[config.mk]
export PLATFORM = sky130hd
export DESIGN_NAME = draw_board_region
export DESIGN_NICKNAME = d
export VERILOG_FILES = /design/src/rtl/draw_pkg.sv /design/src/rtl/board_pixel_scan.sv /design/src/rtl/draw_board_region.sv
export SDC_FILE = /design/constraint.sdc
export NUM_CORES = 1
export LEC_CHECK = 0
export ABC_AREA = 1
export CAP_MARGIN = 15
export CORE_MARGIN = 8
export CORE_UTILIZATION = 41
export DETAILED_ROUTE_END_ITERATION = 12
export GPL_ROUTABILITY_DRIVEN = 0
export HOLD_SLACK_MARGIN = 0.06
export SYNTH_ARGS = -nofsm -noshare
export SYNTH_HDL_FRONTEND = slang
export SYNTH_HIERARCHICAL = 1
export SYNTH_SLANG_ARGS = --single-unit
[constraint.sdc]
create_clock -name clk -period 4.2 [get_ports clk]
set_input_delay 0.84 -clock clk [delete_from_list [all_inputs] [get_ports clk]]
set_output_delay 0.84 -clock clk [all_outputs]
set_load 0.01 [all_outputs]
[src/rtl/draw_pkg.sv]
// Shared constants, colour values and FSM state encoding for the board
// region painter.
package draw_pkg;
    localparam int COLOUR_W     = 6;
    localparam int DEF_BOARD_W  = 10;
    localparam int DEF_BOARD_H  = 25;
    localparam int DEF_CELL_PX  = 4;
    localparam int DEF_X_ORIGIN = 59;
    localparam int DEF_Y_ORIGIN = 11;

    localparam logic [COLOUR_W-1:0] COLOUR_EMPTY = '0;

    typedef enum logic [1:0] {
        ST_IDLE  = 2'd0,
        ST_RUN   = 2'd1,
        ST_DRAIN = 2'd2,
        ST_DONE  = 2'd3
    } draw_state_t;
endpackage

[src/rtl/board_pixel_scan.sv]
// Cell/pixel scan counters for the region painter: walks ox, oy, col, row in
// that order and registers the board RAM address of the cell being scanned.
module board_pixel_scan
    import draw_pkg::*;
#(
    parameter int BOARD_W  = DEF_BOARD_W,
    parameter int CELL_PX  = DEF_CELL_PX,
    parameter int X_ORIGIN = DEF_X_ORIGIN,
    parameter int Y_ORIGIN = DEF_Y_ORIGIN,
    parameter int ADDR_W   = 8
) (
    input  logic              clk,
    input  logic              reset,
    input  logic              load,
    input  logic              advance,
    input  logic [5:0]        row_lo,
    input  logic [5:0]        row_hi,
    output logic [ADDR_W-1:0] ram_addr,
    output logic [7:0]        px_x,
    output logic [6:0]        px_y,
    output logic              px_border,
    output logic              last
);
    localparam int COL_W = (BOARD_W > 1) ? $clog2(BOARD_W) : 1;
    localparam int OFS_W = $clog2(CELL_PX);
    localparam logic [OFS_W-1:0] OFS_MAX = OFS_W'(CELL_PX - 1);
    localparam logic [COL_W-1:0] COL_MAX = COL_W'(BOARD_W - 1);

    logic [5:0]       row, row_n;
    logic [COL_W-1:0] col, col_n;
    logic [OFS_W-1:0] ox, oy, ox_n, oy_n;

    assign last = (ox == OFS_MAX) && (oy == OFS_MAX) && (col == COL_MAX) && (row == row_hi);

    // CELL_PX is a power of two, so ox/oy wrap on their own; col needs an explicit wrap.
    always_comb begin
        row_n = row;
        col_n = col;
        ox_n  = ox;
        oy_n  = oy;
        if (load) begin
            row_n = row_lo;
            col_n = '0;
            ox_n  = '0;
            oy_n  = '0;
        end else if (advance && !last) begin
            ox_n = ox + 1'b1;
            if (ox == OFS_MAX) begin
                oy_n = oy + 1'b1;
                if (oy == OFS_MAX) begin
                    col_n = col + 1'b1;
                    if (col == COL_MAX) begin
                        col_n = '0;
                        row_n = row + 6'd1;
                    end
                end
            end
        end
    end

    // The address follows the next counter values so it changes on the same edge as the cell.
    always_ff @(posedge clk) begin
        if (reset) begin
            row      <= '0;
            col      <= '0;
            ox       <= '0;
            oy       <= '0;
            ram_addr <= '0;
        end else begin
            row      <= row_n;
            col      <= col_n;
            ox       <= ox_n;
            oy       <= oy_n;
            ram_addr <= ADDR_W'(row_n) * ADDR_W'(BOARD_W) + ADDR_W'(col_n);
        end
    end

    assign px_x      = 8'(X_ORIGIN) + (8'(col) << OFS_W) + 8'(ox);
    assign px_y      = 7'(Y_ORIGIN) + (7'(row) << OFS_W) + 7'(oy);
    assign px_border = (ox == '0) || (oy == '0) || (ox == OFS_MAX) || (oy == OFS_MAX);
endmodule

[src/rtl/draw_board_region.sv]
// Paints a band of board rows onto the VGA adapter, one pixel per cycle,
// reading cell colours from board RAM with a configurable read latency.
module draw_board_region
    import draw_pkg::*;
#(
    parameter int BOARD_W     = DEF_BOARD_W,
    parameter int BOARD_H     = DEF_BOARD_H,
    parameter int CELL_PX     = DEF_CELL_PX,
    parameter int X_ORIGIN    = DEF_X_ORIGIN,
    parameter int Y_ORIGIN    = DEF_Y_ORIGIN,
    parameter int RAM_LATENCY = 1,
    parameter int COLOUR_W    = draw_pkg::COLOUR_W,
    parameter int ADDR_W      = 8
) (
    input  logic                clk,
    input  logic                reset,
    input  logic                start,
    input  logic [5:0]          row_lo,
    input  logic [5:0]          row_hi,
    input  logic                outline_en,
    input  logic [COLOUR_W-1:0] outline_colour,
    output logic [ADDR_W-1:0]   ram_addr,
    input  logic [COLOUR_W-1:0] ram_Q,
    output logic [7:0]          X,
    output logic [6:0]          Y,
    output logic [COLOUR_W-1:0] colour,
    output logic                plot,
    output logic                busy,
    output logic                done
);
    localparam logic [5:0] ROW_MAX = 6'(BOARD_H - 1);

    draw_state_t         state;
    logic [5:0]          row_hi_q;
    logic                outline_en_q;
    logic [COLOUR_W-1:0] outline_colour_q;
    logic [1:0]          drain_cnt;
    logic [5:0]          row_hi_clamped;
    logic                accept, advance, scan_last;
    logic [7:0]          sx;
    logic [6:0]          sy;
    logic                sborder;

    logic [7:0] x_p      [RAM_LATENCY];
    logic [6:0] y_p      [RAM_LATENCY];
    logic       border_p [RAM_LATENCY];
    logic       valid_p  [RAM_LATENCY];

    assign row_hi_clamped = (row_hi > ROW_MAX) ? ROW_MAX : row_hi;
    // busy stays high through the done cycle (state already IDLE), so gate on it too.
    assign accept  = (state == ST_IDLE) && start && !busy;
    assign advance = (state == ST_RUN);

    board_pixel_scan #(
        .BOARD_W (BOARD_W),
        .CELL_PX (CELL_PX),
        .X_ORIGIN(X_ORIGIN),
        .Y_ORIGIN(Y_ORIGIN),
        .ADDR_W  (ADDR_W)
    ) u_scan (
        .clk      (clk),
        .reset    (reset),
        .load     (accept),
        .advance  (advance),
        .row_lo   (row_lo),
        .row_hi   (row_hi_q),
        .ram_addr (ram_addr),
        .px_x     (sx),
        .px_y     (sy),
        .px_border(sborder),
        .last     (scan_last)
    );

    always_ff @(posedge clk) begin
        if (reset) begin
            state            <= ST_IDLE;
            busy             <= 1'b0;
            done             <= 1'b0;
            drain_cnt        <= '0;
            row_hi_q         <= '0;
            outline_en_q     <= 1'b0;
            outline_colour_q <= '0;
        end else begin
            done <= (state == ST_DONE);
            case (state)
                ST_IDLE: begin
                    busy <= 1'b0;
                    if (accept) begin
                        busy             <= 1'b1;
                        row_hi_q         <= row_hi_clamped;
                        outline_en_q     <= outline_en;
                        outline_colour_q <= outline_colour;
                        state            <= (row_lo > row_hi_clamped) ? ST_DONE : ST_RUN;
                    end
                end
                ST_RUN: begin
                    if (scan_last) begin
                        state     <= ST_DRAIN;
                        drain_cnt <= '0;
                    end
                end
                ST_DRAIN: begin
                    if (drain_cnt == 2'(RAM_LATENCY - 1)) state <= ST_DONE;
                    else drain_cnt <= drain_cnt + 2'd1;
                end
                ST_DONE: state <= ST_IDLE;
                default: state <= ST_IDLE;
            endcase
        end
    end

    // Coordinates ride alongside the RAM read so they meet ram_Q in the same cycle.
    always_ff @(posedge clk) begin
        if (reset) begin
            for (int i = 0; i < RAM_LATENCY; i++) begin
                x_p[i]      <= '0;
                y_p[i]      <= '0;
                border_p[i] <= 1'b0;
                valid_p[i]  <= 1'b0;
            end
            X      <= '0;
            Y      <= '0;
            colour <= '0;
            plot   <= 1'b0;
        end else begin
            x_p[0]      <= sx;
            y_p[0]      <= sy;
            border_p[0] <= sborder;
            valid_p[0]  <= advance;
            for (int i = 1; i < RAM_LATENCY; i++) begin
                x_p[i]      <= x_p[i-1];
                y_p[i]      <= y_p[i-1];
                border_p[i] <= border_p[i-1];
                valid_p[i]  <= valid_p[i-1];
            end
            X    <= x_p[RAM_LATENCY-1];
            Y    <= y_p[RAM_LATENCY-1];
            plot <= valid_p[RAM_LATENCY-1];
            if (outline_en_q && (ram_Q != COLOUR_EMPTY) && border_p[RAM_LATENCY-1])
                colour <= outline_colour_q;
            else
                colour <= ram_Q;
        end
    end
endmodule

==> results.cfg, run 1 <==
[logic_synthesis]
synthFlopType = dfxtp_1
synthCells = 540
yosysUniqueCellTypes = 36
synth_top_area_share_pct = 39.74
seq_area_frac_synth_pct = 39.74
synth_area_leaders = dfxtp_1 40%, inv_1 9.3%, ha_1 9.1%
synth-seq-cells = 79
syn_nets = 599
syn-cell-area_um2 = 3980
yosysWarnings = 6
yosys.area.top_type = dfxtp_1
async_flop_share_pct = 0
post_synth.cell_area_avg_um2 = 7.370
synth_edf_count = 0

[timing]
hold_viol_final = 0
post-route-min-period_ps = 3634
skew_ps = 7.154
setup_viol = 0
rsz0062_at_grt = no
drv_slew = 0
fmax_ghz = 0.2751
setup_tns_ps = 0
period_share_pct = 86.53

[power]
p_per_area_nw_per_um2 = 537.3
ir_drop_mv = 0.4156
leakagePower_nw = 2.346

[setup_path]
path_common_cell = nand2_1
path_class = flip-flop to flip-flop
required_ps = 4440
path_cells = ha_1, nand3_2, inv_1, nand2_1, nor4_1, nand2_1, nand2_1, nand3_2, o21ai_2, inv_1, ha_1, ha_1, fa_1, inv_1, nor3_1, xnor2_1, nand3_1, nand2_1, nor2_1
critPathSlowestCell = fa_1
slowest_delay_ps = 500
cp.arrival_ps = 3880
worst-path-max-fanout = 7
start_kind = flip-flop
end_kind = flip-flop

[die]
io_pins = 60
die_y_um = 114.5
core_um2 = 9594
dieArea_um2 = 13120
fp.dieW_um = 114.5
core.rowCount = 36
start_util_pct = 41.48

[clocking]
postCtsHoldBufs = 0
cts_made_buffers = 9
cts-resized-gates = 0
cts.clk_slew.worst_paths_ps = 70
cts_root_buffer = clkbuf_8
clk_latency_ps = 350
cts_tree = built
cts_setup_buffers = 0
cts.path.max_buffers = 2
clock-sinks = 79
cts-htree-levels = 3

[detailed_routing]
via_per_inst = 4.461
drcViolationCount = 0
top_layer_used = met4
firstDrtPassIters = 4
wl_met1_um = 4014
drt_wl_total_um = 8370
wl_met3_um = 433
wl_per_cell_um = 11.28
drtIter0Drc = 168
ant_nets = 0
dr_total_vias = 3310
met2_length_um = 3743

[global_route]
grt_pass1_wl_um = 14690
gr-usage-all-layers_pct = 13.91
grt.overflow.total = 0
grt_max_degree = 40
antenna_found_initial = 0
grt_pass1_vias = 3231

[cells_and_area]
diodes = 0
final_common_cell = inv_1
most-common-layout-cells = 99 x inv_1, 95 x nor2_1, 79 x dfxtp_1
nNetsFinal = 663
fin_cells = 742
syn2layout_area_growth_pct = 23.29
fill_cells = 954
drive_above_1_share_pct = 10.34

[placed_design]
dp_cells = 726
dp_hpwl_um = 6586
io_buffers = 59

[job]
cap_violations = 0

[outcome]
outcome = finished, final reports clean

[hold_path]
worstHoldPathType = flip-flop to flip-flop
[cell usage after synthesis, types with 2 or more instances]
library cell and instances:
a21oi_1 19, a21oi_2 3, buf_2 2, buf_4 3
clkbuf_1 3, conb_1 2, dfxtp_1 79, fa_1 2
ha_1 29, inv_1 99, inv_2 6, nand2_1 76
nand2_2 9, nand2_4 2, nand3_1 21, nand3_2 6
nand4_1 8, nor2_1 95, nor2_2 9, nor3_1 2
nor4_1 2, o211ai_1 2, o21ai_0 35, o21ai_1 2
or2_2 2, xnor2_1 5, xor2_1 8
[registers in the layout (all words and copies together), names as in the netlist, 3 cells and up]
register	flops
X	8
u_scan/ram_addr	8
x_p	8
Y	7
y_p	7
colour	6
outline_colour_q	6
row_hi_q	6
u_scan/row	6
u_scan/col	3
[critical path: cells and delay by family (launching register included)]
kind | cells | cell delay, ps
compound gates | 1 | 90
buf+inv | 3 | 300
simple gates | 10 | 1270
fa+ha+maj | 4 | 1260
xor+xnor | 1 | 170
flops | 1 | 470
[kinds of logic (layout without fill, tap and decap cells)]
family	count (synthesis)	in the layout	synth area share (%)
other cells	2	2	0.1887
compound gates	63	63	8.488
xor+xnor	13	13	2.861
fa+ha+maj	31	31	10.12
flops	79	79	39.74
buf+inv	117	186	11.85
simple gates	235	235	26.75
[layout make-up]
class | count | area [um2] | share of cell area (%)
Timing Repair Buffer | 63 | 615.6 | 12.54
Clock buffer | 11 | 151.4 | 3.085
Multi-Input combinational cell | 344 | 1927 | 39.27
Clock inverter | 5 | 56.30 | 1.147
Sequential cell | 79 | 1582 | 32.23
Tap cell | 133 | 166.4 | 3.391
Inverter | 107 | 409.1 | 8.338
[layer usage]
layer	vias up	GRT usage (%)
met5	-	0
met4	0	7.542
met3	13	3.270
met2	60	21.87
met1	1456	17.18
li1	1781	-
[per-stage QoR]
step | total power, mW | hold WS, ps | setup WS [ps] | cell area [um2] | util, %
floorplan | 1.765 | 388.3 | 736.5 | 3980 | -
global placement | 2.057 | 389.2 | 319.5 | 4700 | 48.98
detailed placement | 2.086 | 392.2 | 251.0 | 4700 | 48.98
CTS | 2.671 | 402.5 | 578.1 | 4907 | 51.15
global route | 2.884 | 410.0 | 182.6 | 4907 | 51.15
finish | 2.637 | 402.0 | 565.5 | 4907 | 51.15
[final timing paths]
check / from / end / slack (ps) / depth (start not counted)
max: u_scan/ram_addr[0] / u_scan/ram_addr[7] / 570 / 19
min: x_p[0][1] / X[1] / 400 / 2
max reg2reg: u_scan/ram_addr[0] / u_scan/ram_addr[7] / 570 / 19
min reg2reg: x_p[0][1] / X[1] / 400 / 2
[power by group]
group	switching, mW	internal (mW)
logic	0.640	0.445
registers	0.0864	0.891
clock network	0.269	0.306
Power figures use the tool's default switching activity.
==> run 2, diff against run 1 <==
- CORE_MARGIN: 8 -> not set
==> results.cfg, run 2 (synthesized netlist as in run 1, its figures left out) <==
[setup_path]
required_ps = 4450
cp.arrival_ps = 3910
worst-path-max-fanout = 7
r2r-end = u_scan/ram_addr[7]
end_kind = flip-flop
cpLargestDelayFamily = simple AND/OR/NAND/NOR gates
slowest_delay_ps = 490
r2r_slack_ps = 540
crit_buf_inv = 3
path_class = flip-flop to flip-flop
path_common_cell = nand2_1
critPathSlowestCell = dfxtp_1
reg2reg_depth = 19
path_cells = ha_1, nand3_2, inv_1, nand2_1, nor4_1, nand2_1, nand2_1, nand3_2, o21ai_2, inv_1, ha_1, ha_1, fa_1, inv_1, nor3_1, xnor2_1, nand3_1, nand2_1, nor2_1
reg2reg_from = u_scan/ram_addr[0]
start_kind = flip-flop

[die]
core.rowCount = 35
dieArea_um2 = 10110
start_util_pct = 42.67
die_y_um = 100.5
core_um2 = 9328
io_pins = 60
fp.dieW_um = 100.5

[timing]
rsz0062_at_grt = no
post-route-min-period_ps = 3661
setup_viol = 0
hold_viol_final = 0
setup_tns_ps = 0
drv_slew = 0
period_share_pct = 87.16
skew_ps = 10.52
worst_pin_slew_ps = 676.1
relSlewSlack_pct = 54.92
fmax_ghz = 0.2732

[job]
cap_violations = 0

[power]
total_power_mw = 2.614
leakagePower_nw = 2.333
p_per_area_nw_per_um2 = 535.3
ir_drop_mv = 0.2925

[clocking]
cts_root_buffer = clkbuf_8
cts_tree = built
cts.clk_slew.worst_paths_ps = 90
cts_made_buffers = 9
cts-htree-levels = 3
cts_setup_buffers = 0
cts.path.max_buffers = 2
cts-resized-gates = 0
clock-sinks = 79
postCtsHoldBufs = 0
clk_latency_ps = 350

[detailed_routing]
firstDrtPassIters = 5
wl_per_cell_um = 10.68
dr_total_vias = 3301
drt_wl_total_um = 7873
drcViolationCount = 0
drtIter0Drc = 149
ant_nets = 0
via_per_inst = 4.479

[cells_and_area]
final_common_cell = inv_1
syn2layout_area_growth_pct = 22.70
stdcell_area_um2 = 4883
fill_cells = 934
final_util_pct = 52.35
reg_top3 = X x8, u_scan/ram_addr x8, x_p x8
fin_cells = 737
most-common-layout-cells = 99 x inv_1, 95 x nor2_1, 79 x dfxtp_1
diodes = 0
nNetsFinal = 662
drive_above_1_share_pct = 10.03

[global_route]
antenna_found_initial = 0
gr-usage-all-layers_pct = 17.25
grt.overflow.total = 0
grt_max_degree = 35
grt_pass1_wl_um = 13850
grt_pass1_vias = 3140

[placed_design]
dp_hpwl_um = 6001
dp_cells = 721
placed_area_um2 = 4687
io_buffers = 59

[hold_path]
worstHoldPathType = flip-flop to flip-flop
holdCritStartpoint = x_p[0][6]
min_to = X[6]
min_path_cells = 2

[outcome]
outcome = finished, final reports clean
[run 2: cell type report]
| class | count | area (um2) | share of cell area, % |
|---|---|---|---|
| clock inverter | 6 | 68.82 | 1.409 |
| tap | 129 | 161.4 | 3.305 |
| multi-input combinational | 344 | 1927 | 39.46 |
| timing repair buffer | 62 | 608.1 | 12.45 |
| sequential | 79 | 1582 | 32.39 |
| inverter | 107 | 409.1 | 8.378 |
| clock buffer | 10 | 127.6 | 2.613 |
[run 2: through the flow]
step,hold slack (ps),worst slack (ps)
2_1_floorplan,388.3,736.5
3_3_place_gp,389.6,304.4
3_5_place_dp,391.6,201.2
4_1_cts,394.0,502.7
5_1_grt,417.4,73.08
6_report,388.0,539.1
[run 2: worst reg2reg max path: stages (launching register included)]
cell and delay, ps:
dfxtp_1 490, ha_1 230, nand3_2 140, inv_1 140
nand2_1 70, nor4_1 360, nand2_1 100, nand2_1 80
nand3_2 70, o21ai_2 90, inv_1 80, ha_1 310
ha_1 240, fa_1 480, inv_1 80, nor3_1 230
xnor2_1 170, nand3_1 100, nand2_1 70, nor2_1 40
[run 2: worst max path at each step]
stage	slack [ps]	start	endpoint	cells after the start
after floorplan	740	start	u_scan/ram_addr[7]	17
after global placement	300	start	u_scan/ram_addr[7]	16
after detailed placement	200	start	u_scan/ram_addr[7]	16
after CTS	500	u_scan/ram_addr[0]	u_scan/ram_addr[7]	19
after global routing	70	u_scan/ram_addr[0]	u_scan/ram_addr[7]	19
final	540	u_scan/ram_addr[0]	u_scan/ram_addr[7]	19
[run 2: routing by layer]
layer | global-route usage, % | up-vias | part of all wire [%]
li1 | - | 1784 | -
met1 | 21.70 | 1427 | 47
met5 | 0 | - | 0
met4 | 6.466 | 0 | 1.5
met2 | 28.82 | 80 | 46
met3 | 3.953 | 10 | 5.6
[run 2: power breakdown]
group / total, mW / internal (mW) / switching [mW]
Clock: 0.562 / 0.278 / 0.284
Combinational: 1.08 / 0.442 / 0.637
Sequential: 0.973 / 0.891 / 0.0828
Total: 2.61 / 1.61 / 1.00
==> run 3, diff against run 2 <==
- PLACE_DENSITY: not set -> 0.66
- clock period: 4.2 -> 3.1 ns (I/O delays scaled with it)
==> results.cfg, run 3 (synthesized netlist as in run 1, its figures left out) <==
[clocking]
cts-htree-levels = 3
clock-sinks = 79
cts.path.max_buffers = 2
cts.clk_slew.worst_paths_ps = 90
cts_root_buffer = clkbuf_8
cts_tree = built
clk_latency_ps = 350
cts_made_buffers = 9

[setup_path]
cpLargestDelayFamily = adder cells
start_kind = flip-flop
slowest_delay_ps = 530
path_class = flip-flop to flip-flop
reg2reg_from = u_scan/col[1]
path_cells = inv_2, ha_4, nand3_4, inv_4, nand2_4, nor4_4, buf_4, nand2_2, nand2_2, nand3_2, o21ai_2, inv_2, ha_4, ha_4, fa_2, inv_2, nor3_2, xnor2_1, nand3_1, nand2_1, nor2_1
crit_start = u_scan/col[1]
worst-path-max-fanout = 3
crit_buf_inv = 5
required_ps = 3360
critPathSlowestCell = fa_2
cp.arrival_ps = 3270
end_kind = flip-flop

[cells_and_area]
drive_above_1_share_pct = 24.47
most-common-layout-cells = 94 x nor2_1, 91 x inv_1, 72 x nand2_1
reg_top3 = X x8, u_scan/ram_addr x8, x_p x8
nNetsFinal = 720
diodes = 0
syn2layout_area_growth_pct = 40.43
fill_cells = 875
final_common_cell = nor2_1

[detailed_routing]
firstDrtPassIters = 4
ant_nets = 0
drcViolationCount = 0
wl_per_cell_um = 11.20
dr_total_vias = 3609
via_per_inst = 4.540
drtIter0Drc = 166
drt_wl_total_um = 8904

[die]
start_util_pct = 42.67
io_pins = 60
die_y_um = 100.5
fp.dieW_um = 100.5
dieArea_um2 = 10110
core.rowCount = 35
core_um2 = 9328

[global_route]
grt_pass1_wl_um = 14930
met2_usage_pct = 31.19
gr-usage-all-layers_pct = 18.70
antenna_found_initial = 0
grt_pass1_vias = 3374
grt.overflow.total = 0
grt_use_met1_pct = 23.26
met3_usage_pct = 4.438
top_usage_layer = met2
grt_max_degree = 24

[timing]
period_share_pct = 97.18
setup_viol = 0
drv_slew = 0
skew_ps = 15.75
setup_tns_ps = 0
hold_viol_final = 0
fmax_ghz = 0.3320
post-route-min-period_ps = 3012

[power]
leakagePower_nw = 2.626
ir_drop_mv = 1.062
p_per_area_nw_per_um2 = 763.0
total_power_mw = 4.264

[job]
cap_violations = 0

[outcome]
outcome = finished, final reports clean

[hold_path]
worstHoldPathType = flip-flop to flip-flop
holdCritStartpoint = y_p[0][1]

[placed_design]
io_buffers = 59
dp_hpwl_um = 6802
## run 3: repair_timing
action                                  CTS  global route
cloned                                    0             0
pin swaps                                12            13
hold endpoints to repair                  0             0
endpoints found under the setup margin    3             4
setup buffers                             3             2
hold buffers                              0             0
resized for setup                        24            27
## run 3: final cells by class
| cell class | count | area, um2 | area share, % |
|---|---|---|---|
| multi-input combinational | 344 | 2157 | 38.59 |
| inverter | 107 | 414.1 | 7.410 |
| clock inverter | 6 | 92.59 | 1.657 |
| clock buffer | 10 | 127.6 | 2.283 |
| sequential | 79 | 1593 | 28.50 |
| timing repair buffer | 120 | 1044 | 18.67 |
| tap | 129 | 161.4 | 2.888 |
## run 3: report_power, final
group	internal [mW]	switching, mW	leakage (nW)
Combinational	1.00	1.09	1.87
Clock	0.460	0.394	0.104
Sequential	1.21	0.104	0.655
## run 3: worst paths after layout
kind                             end  slack, ps  cells after the start
setup / recovery  u_scan/ram_addr[7]         90                     21
hold / removal                  Y[1]        400                      2
setup reg to reg  u_scan/ram_addr[7]         90                     21
hold reg to reg                 Y[1]        400                      2
## run 3: tightest hold or removal path: stages, from the launching register on
cell and delay [ps]:
dfxtp_1 300, inv_1 40, nor2_1 30
## run 3: layer usage
metal,part of all wire (%),wire length (um)
met5,0,0
met4,1.9,171
met3,4.3,384
met2,49,4395
met1,44,3953
## run 3: stage by stage
| step | cells | instance area (um2) | hold WS, ps | worst slack [ps] | utilization (%) |
|---|---|---|---|---|---|
| 5_1_grt | 795 | 5589 | 419.5 | -37.05 | 59.92 |
| 3_3_place_gp | 774 | 5119 | 389.8 | -181.8 | 54.88 |
| 4_1_cts | 793 | 5475 | 405.5 | 5.357 | 58.70 |
| 2_1_floorplan | 540 | 4018 | 388.3 | 12.29 | - |
| 6_report | 795 | 5589 | 403.8 | 87.57 | 59.92 |
| 3_5_place_dp | 774 | 5119 | 394.0 | -301.3 | 54.88 |
